[src/rtl/dmem_bridge_if.sv]
// Core-side and memory-side buses of the data-memory bridge.
// On the core bus the bridge is the slave; on the memory bus it is the master.
interface dmem_core_if;
  logic        core_req;
  logic        core_we;
  logic [31:0] core_addr;
  logic [31:0] core_wdata;
  logic [31:0] core_rdata;
  logic        core_stall;
  logic        core_done;
  logic        core_err;

  modport master (
    output core_req, core_we, core_addr, core_wdata,
    input  core_rdata, core_stall, core_done, core_err
  );
  modport slave (
    input  core_req, core_we, core_addr, core_wdata,
    output core_rdata, core_stall, core_done, core_err
  );
endinterface

interface dmem_mem_if;
  logic        mem_valid;
  logic        mem_ready;
  logic        mem_we;
  logic [29:0] mem_addr;
  logic [31:0] mem_wdata;
  logic        mem_rvalid;
  logic [31:0] mem_rdata;

  modport master (
    output mem_valid, mem_we, mem_addr, mem_wdata,
    input  mem_ready, mem_rvalid, mem_rdata
  );
  modport slave (
    input  mem_valid, mem_we, mem_addr, mem_wdata,
    output mem_ready, mem_rvalid, mem_rdata
  );
endinterface

[src/rtl/dmem_bridge.sv]
// Bridges a stalling core load/store port onto a valid/ready word-addressed memory bus.
// Optional DMEM_TIMEOUT_EN aborts ISSUE/WAIT after TIMEOUT cycles with an error pulse.
module dmem_bridge #(
  parameter int unsigned TIMEOUT = 15
) (
  input  logic       clock,
  input  logic       reset,
  dmem_core_if.slave core,
  dmem_mem_if.master mem
);

  localparam int DATA_W = 32;

  typedef enum logic [1:0] {IDLE, ISSUE, WAIT, DONE} state_t;

  state_t              state;
  state_t              state_nxt;
  logic                we_q;
  logic [29:0]         addr_q;
  logic [DATA_W-1:0]   wdata_q;
  logic [DATA_W-1:0]   rdata_q;
  logic                err_q;
  logic                misaligned;
  logic                timeout_hit;

  assign misaligned = (core.core_addr[1:0] != 2'b00);

`ifdef DMEM_TIMEOUT_EN
  logic [7:0] to_cnt;

  // Fires on the TIMEOUT-th ISSUE/WAIT cycle; a completion in that same cycle still wins.
  assign timeout_hit = (to_cnt == 8'(TIMEOUT - 1));

  always_ff @(posedge clock or negedge reset) begin
    if (!reset)
      to_cnt <= '0;
    else if (state != ISSUE && state_nxt == ISSUE)
      to_cnt <= '0;
    else if (state == ISSUE || state == WAIT)
      to_cnt <= to_cnt + 8'd1;
  end
`else
  // Unbounded waits; TIMEOUT is never 0, so this stays low.
  assign timeout_hit = (TIMEOUT == 0);
`endif

  always_ff @(posedge clock or negedge reset) begin
    if (!reset)
      state <= IDLE;
    else
      state <= state_nxt;
  end

  always_comb begin
    state_nxt = state;
    case (state)
      IDLE:  if (core.core_req) state_nxt = misaligned ? DONE : ISSUE;
      ISSUE: begin
        if (mem.mem_ready)    state_nxt = we_q ? DONE : WAIT;
        else if (timeout_hit) state_nxt = DONE;
      end
      WAIT:  if (mem.mem_rvalid || timeout_hit) state_nxt = DONE;
      DONE:  state_nxt = IDLE;
      default: state_nxt = IDLE;
    endcase
  end

  // Request capture and response/error bookkeeping.
  always_ff @(posedge clock or negedge reset) begin
    if (!reset) begin
      we_q    <= 1'b0;
      addr_q  <= '0;
      wdata_q <= '0;
      rdata_q <= '0;
      err_q   <= 1'b0;
    end else begin
      case (state)
        IDLE: begin
          if (core.core_req) begin
            err_q <= misaligned;
            if (misaligned) begin
              rdata_q <= '0;
            end else begin
              we_q    <= core.core_we;
              addr_q  <= core.core_addr[31:2];
              wdata_q <= core.core_wdata;
            end
          end
        end
        ISSUE: begin
          if (!mem.mem_ready && timeout_hit) begin
            err_q   <= 1'b1;
            rdata_q <= '0;
          end
        end
        WAIT: begin
          if (mem.mem_rvalid) begin
            rdata_q <= mem.mem_rdata;
          end else if (timeout_hit) begin
            err_q   <= 1'b1;
            rdata_q <= '0;
          end
        end
        default: ;
      endcase
    end
  end

  always_comb begin
    mem.mem_valid   = (state == ISSUE);
    mem.mem_we      = (state == ISSUE) && we_q;
    mem.mem_addr    = addr_q;
    mem.mem_wdata   = wdata_q;
    core.core_done  = (state == DONE);
    core.core_err   = (state == DONE) && err_q;
    core.core_stall = core.core_req && (state != DONE);
    core.core_rdata = rdata_q;
  end

endmodule
[src/flat_wrapper.sv]
// flat-port wrapper written by rule: the top's interface ports become plain ports
module dmem_bridge_flat 
#(
  parameter int unsigned TIMEOUT = 15
)
  (clock, reset, core_core_req, core_core_we, core_core_addr, core_core_wdata, core_core_rdata, core_core_stall, core_core_done, core_core_err, mem_mem_valid, mem_mem_we, mem_mem_addr, mem_mem_wdata, mem_mem_ready, mem_mem_rvalid, mem_mem_rdata);
  dmem_core_if core_i ();
  dmem_mem_if mem_i ();
  input  logic clock;
  input  logic reset;
  input wire logic [$bits(core_i.core_req)-1:0] core_core_req;
  input wire logic [$bits(core_i.core_we)-1:0] core_core_we;
  input wire logic [$bits(core_i.core_addr)-1:0] core_core_addr;
  input wire logic [$bits(core_i.core_wdata)-1:0] core_core_wdata;
  output wire logic [$bits(core_i.core_rdata)-1:0] core_core_rdata;
  output wire logic [$bits(core_i.core_stall)-1:0] core_core_stall;
  output wire logic [$bits(core_i.core_done)-1:0] core_core_done;
  output wire logic [$bits(core_i.core_err)-1:0] core_core_err;
  output wire logic [$bits(mem_i.mem_valid)-1:0] mem_mem_valid;
  output wire logic [$bits(mem_i.mem_we)-1:0] mem_mem_we;
  output wire logic [$bits(mem_i.mem_addr)-1:0] mem_mem_addr;
  output wire logic [$bits(mem_i.mem_wdata)-1:0] mem_mem_wdata;
  input wire logic [$bits(mem_i.mem_ready)-1:0] mem_mem_ready;
  input wire logic [$bits(mem_i.mem_rvalid)-1:0] mem_mem_rvalid;
  input wire logic [$bits(mem_i.mem_rdata)-1:0] mem_mem_rdata;
  assign core_i.core_req = core_core_req;
  assign core_i.core_we = core_core_we;
  assign core_i.core_addr = core_core_addr;
  assign core_i.core_wdata = core_core_wdata;
  assign core_core_rdata = core_i.core_rdata;
  assign core_core_stall = core_i.core_stall;
  assign core_core_done = core_i.core_done;
  assign core_core_err = core_i.core_err;
  assign mem_mem_valid = mem_i.mem_valid;
  assign mem_mem_we = mem_i.mem_we;
  assign mem_mem_addr = mem_i.mem_addr;
  assign mem_mem_wdata = mem_i.mem_wdata;
  assign mem_i.mem_ready = mem_mem_ready;
  assign mem_i.mem_rvalid = mem_mem_rvalid;
  assign mem_i.mem_rdata = mem_mem_rdata;
  dmem_bridge #(.TIMEOUT(TIMEOUT)) u_core (.clock(clock), .reset(reset), .core(core_i), .mem(mem_i));
endmodule
[config.mk]
export PLATFORM = sky130hd
export DESIGN_NAME = dmem_bridge_flat
export DESIGN_NICKNAME = d
export VERILOG_FILES = /design/src/rtl/dmem_bridge_if.sv /design/src/rtl/dmem_bridge.sv /design/src/flat_wrapper.sv
export SDC_FILE = /design/constraint.sdc
export NUM_CORES = 1
export LEC_CHECK = 0
export CORE_ASPECT_RATIO = 0.6
export CORE_MARGIN = 2
export CORE_UTILIZATION = 42
export DETAILED_ROUTE_END_ITERATION = 6
export PLACE_DENSITY_LB_ADDON = 0.15
export SYNTH_ARGS = -nofsm -noshare
export SYNTH_HDL_FRONTEND = slang
export SYNTH_SLANG_ARGS = --single-unit
[constraint.sdc]
create_clock -name clock -period 2.6 [get_ports clock]
set_input_delay 0.78 -clock clock [delete_from_list [all_inputs] [get_ports clock]]
set_output_delay 0.78 -clock clock [all_outputs]
set_load 0.1 [all_outputs]
==> metrics.yaml <==
post_cts_resized: 0
vias: 2725
rows: 26
drc: 0
hold_class: "input pin to async pin"
drtAntennaViolNets: 0
port-buffer-count: 200
netlist_top_cells_area: "dfrtp_1 (65%), mux2_2 (19%), a22o_1 (7.4%)"
chipHeight_um: 77.5
synth_top_cell_area_share_pct: 64.9
dr.pass1.iters: 4
clockBufferDepth: 2
wl_per_cell_um: 16.9
gp_congestion: 0.833
avgSynthCellArea_um2: 15.9
netlist_instances: 237
cp_max_fo: 5
yosysWarnings: 0
grt_first_pass_wirelength_mm: 15.0
grt_setup_unrepaired: "no"
yosys.area.top_type: "dfrtp_1"
vias_per_cell: 4.87
start_kind: "input pin"
grt_max_degree: 48
clock_sinks: 98
clock_skew_ps: 4.60
cts_setup_buffers: 0
slew_headroom_pct: 59.5
clk_pin_slew_ps: 60
holdBufCountCts: 0
required_ps: 1820
crit_type: "input pin to output pin"
syn_area_um2: 3780
dieArea_um2: 9800
outcome: "finished, final reports clean"
first_global_vias: 2873
critPathCaptureType: "output pin"
core-area_um2: 8620
ys_types: 19
max_freq_ghz: 0.406
final_cell_mix: "clkdlybuf4s50_1 (100), buf_4 (100), dfrtp_1 (98)"
clk-insertion-delay-late_ps: 340
first_iter_violations: 99
r2r_setup_slack_ps: 670
area_growth_pct: 60.1
cap_violations: 0
tightest_slew_ps: 607
ioPinCount: 201
layout-drive-gt1-share_pct: 43.1
fin_hold_ws_ps: 452
finalHoldViolCount: 0
seq_area_frac_synth_pct: 64.9
tns_ps: 0
post-route-period-util_pct: 94.7
setup_viol: 0
dpl.hpwl_mm: 7.08
fin_crit_ps: 2460
gr-total-overflow: 0
h-tree-depth: 3
gr-usage-all-layers_pct: 19.7
antenna_found_initial: 0
die_w_um: 126
synth_nets: 345
fin_nets: 551
ys_ff_latch: 98
diodes: 0
tritoncts: "done"
cp.arrival_ps: 1680
routed_wl_mm: 9.45
cts_root_buf: "clkbuf_16"
initial_core_util_pct: 43.8
slew_viol_final: 0
numCtsBuffers: 9
## critical path, cell delays in order
cell and delay [ps]:
clkdlybuf4s50_1 530, nor2b_4 190, buf_12 180
## synth_stat cells
cell and instances:
dfrtp_1 98, mux2_2 64, a22o_1 32, buf_6 9, ha_1 6, nor2_1 5, nor2b_1 4, a21oi_1 3
buf_2 3, and2_1 2, inv_1 2, nor3_1 2, a211o_1 1, a2bb2oi_1 1, and3_1 1, buf_4 1
nand2_1 1, nor4_1 1, o21ai_1 1
## registers in the layout, indices dropped and copies added, names as in the netlist
signal,cells
u_core.err_q,1
u_core.mem.mem_addr,30
u_core.mem.mem_wdata,32
u_core.core.core_rdata,32
u_core.we_q,1
u_core.state,2
## area by class of cell
cell class	instances	area (um^2)
clock buffer	10	239
clock inverter	6	88.8
fill	617	2570
inverter	2	7.51
multi-input combinational	124	1210
sequential	98	2450
tap	112	140
timing repair buffer	208	1910
## through the flow
stage | worst slack [ps] | instance area (um^2) | util, % | std cells
after global placement | 152 | 5720 | 66.4 | 544
after CTS | 125 | 6050 | 70.2 | 560
after global routing | 86.8 | 6050 | 70.2 | 560
after detailed placement | 126 | 5720 | 66.4 | 544
after floorplan | 274 | 3790 | - | 237
final | 137 | 6050 | 70.2 | 560
## path summary, 6_finish.rpt
path / cells past startpoint / start / to
max in group asynchronous: 2 / reset / u_core.mem.mem_wdata[12]
min: 1 / reset / u_core.mem.mem_wdata[30]
max reg2reg: 5 / u_core.state[0] / u_core.mem.mem_addr[3]
min in group clock: 2 / u_core.err_q / u_core.err_q
max: 3 / core_core_req / core_core_stall
min reg2reg: 2 / u_core.err_q / u_core.err_q
## logic make-up (layout without fill, tap and decap cells)
kind of cell               after synthesis  count (layout)  share of synthesized area (%)
DFF                                     98              98                           64.9
muxes                                   64              64                           19.1
buffers and inverters                   15             226                           3.48
and+or+nand+nor                         16              16                           2.18
adders and majority gates                6               6                           1.99
AOI/OAI and AO/OA                       38              38                           8.41
## routing by layer
metal  wire (um)  vias to the layer above  share of wire, %  track usage, %
met3         867                       10               9.2            8.55
met1        4160                     1328                44            25.6
met5           0                        -                 0               0
met2        4330                      114                46            30.5
met4          96                        0               1.0            5.38
li1            -                     1273                 -               -
Power is left out: the tool's default activity adds up to more than one toggle a clock period on the data nets, which glitch-free logic cannot reach.
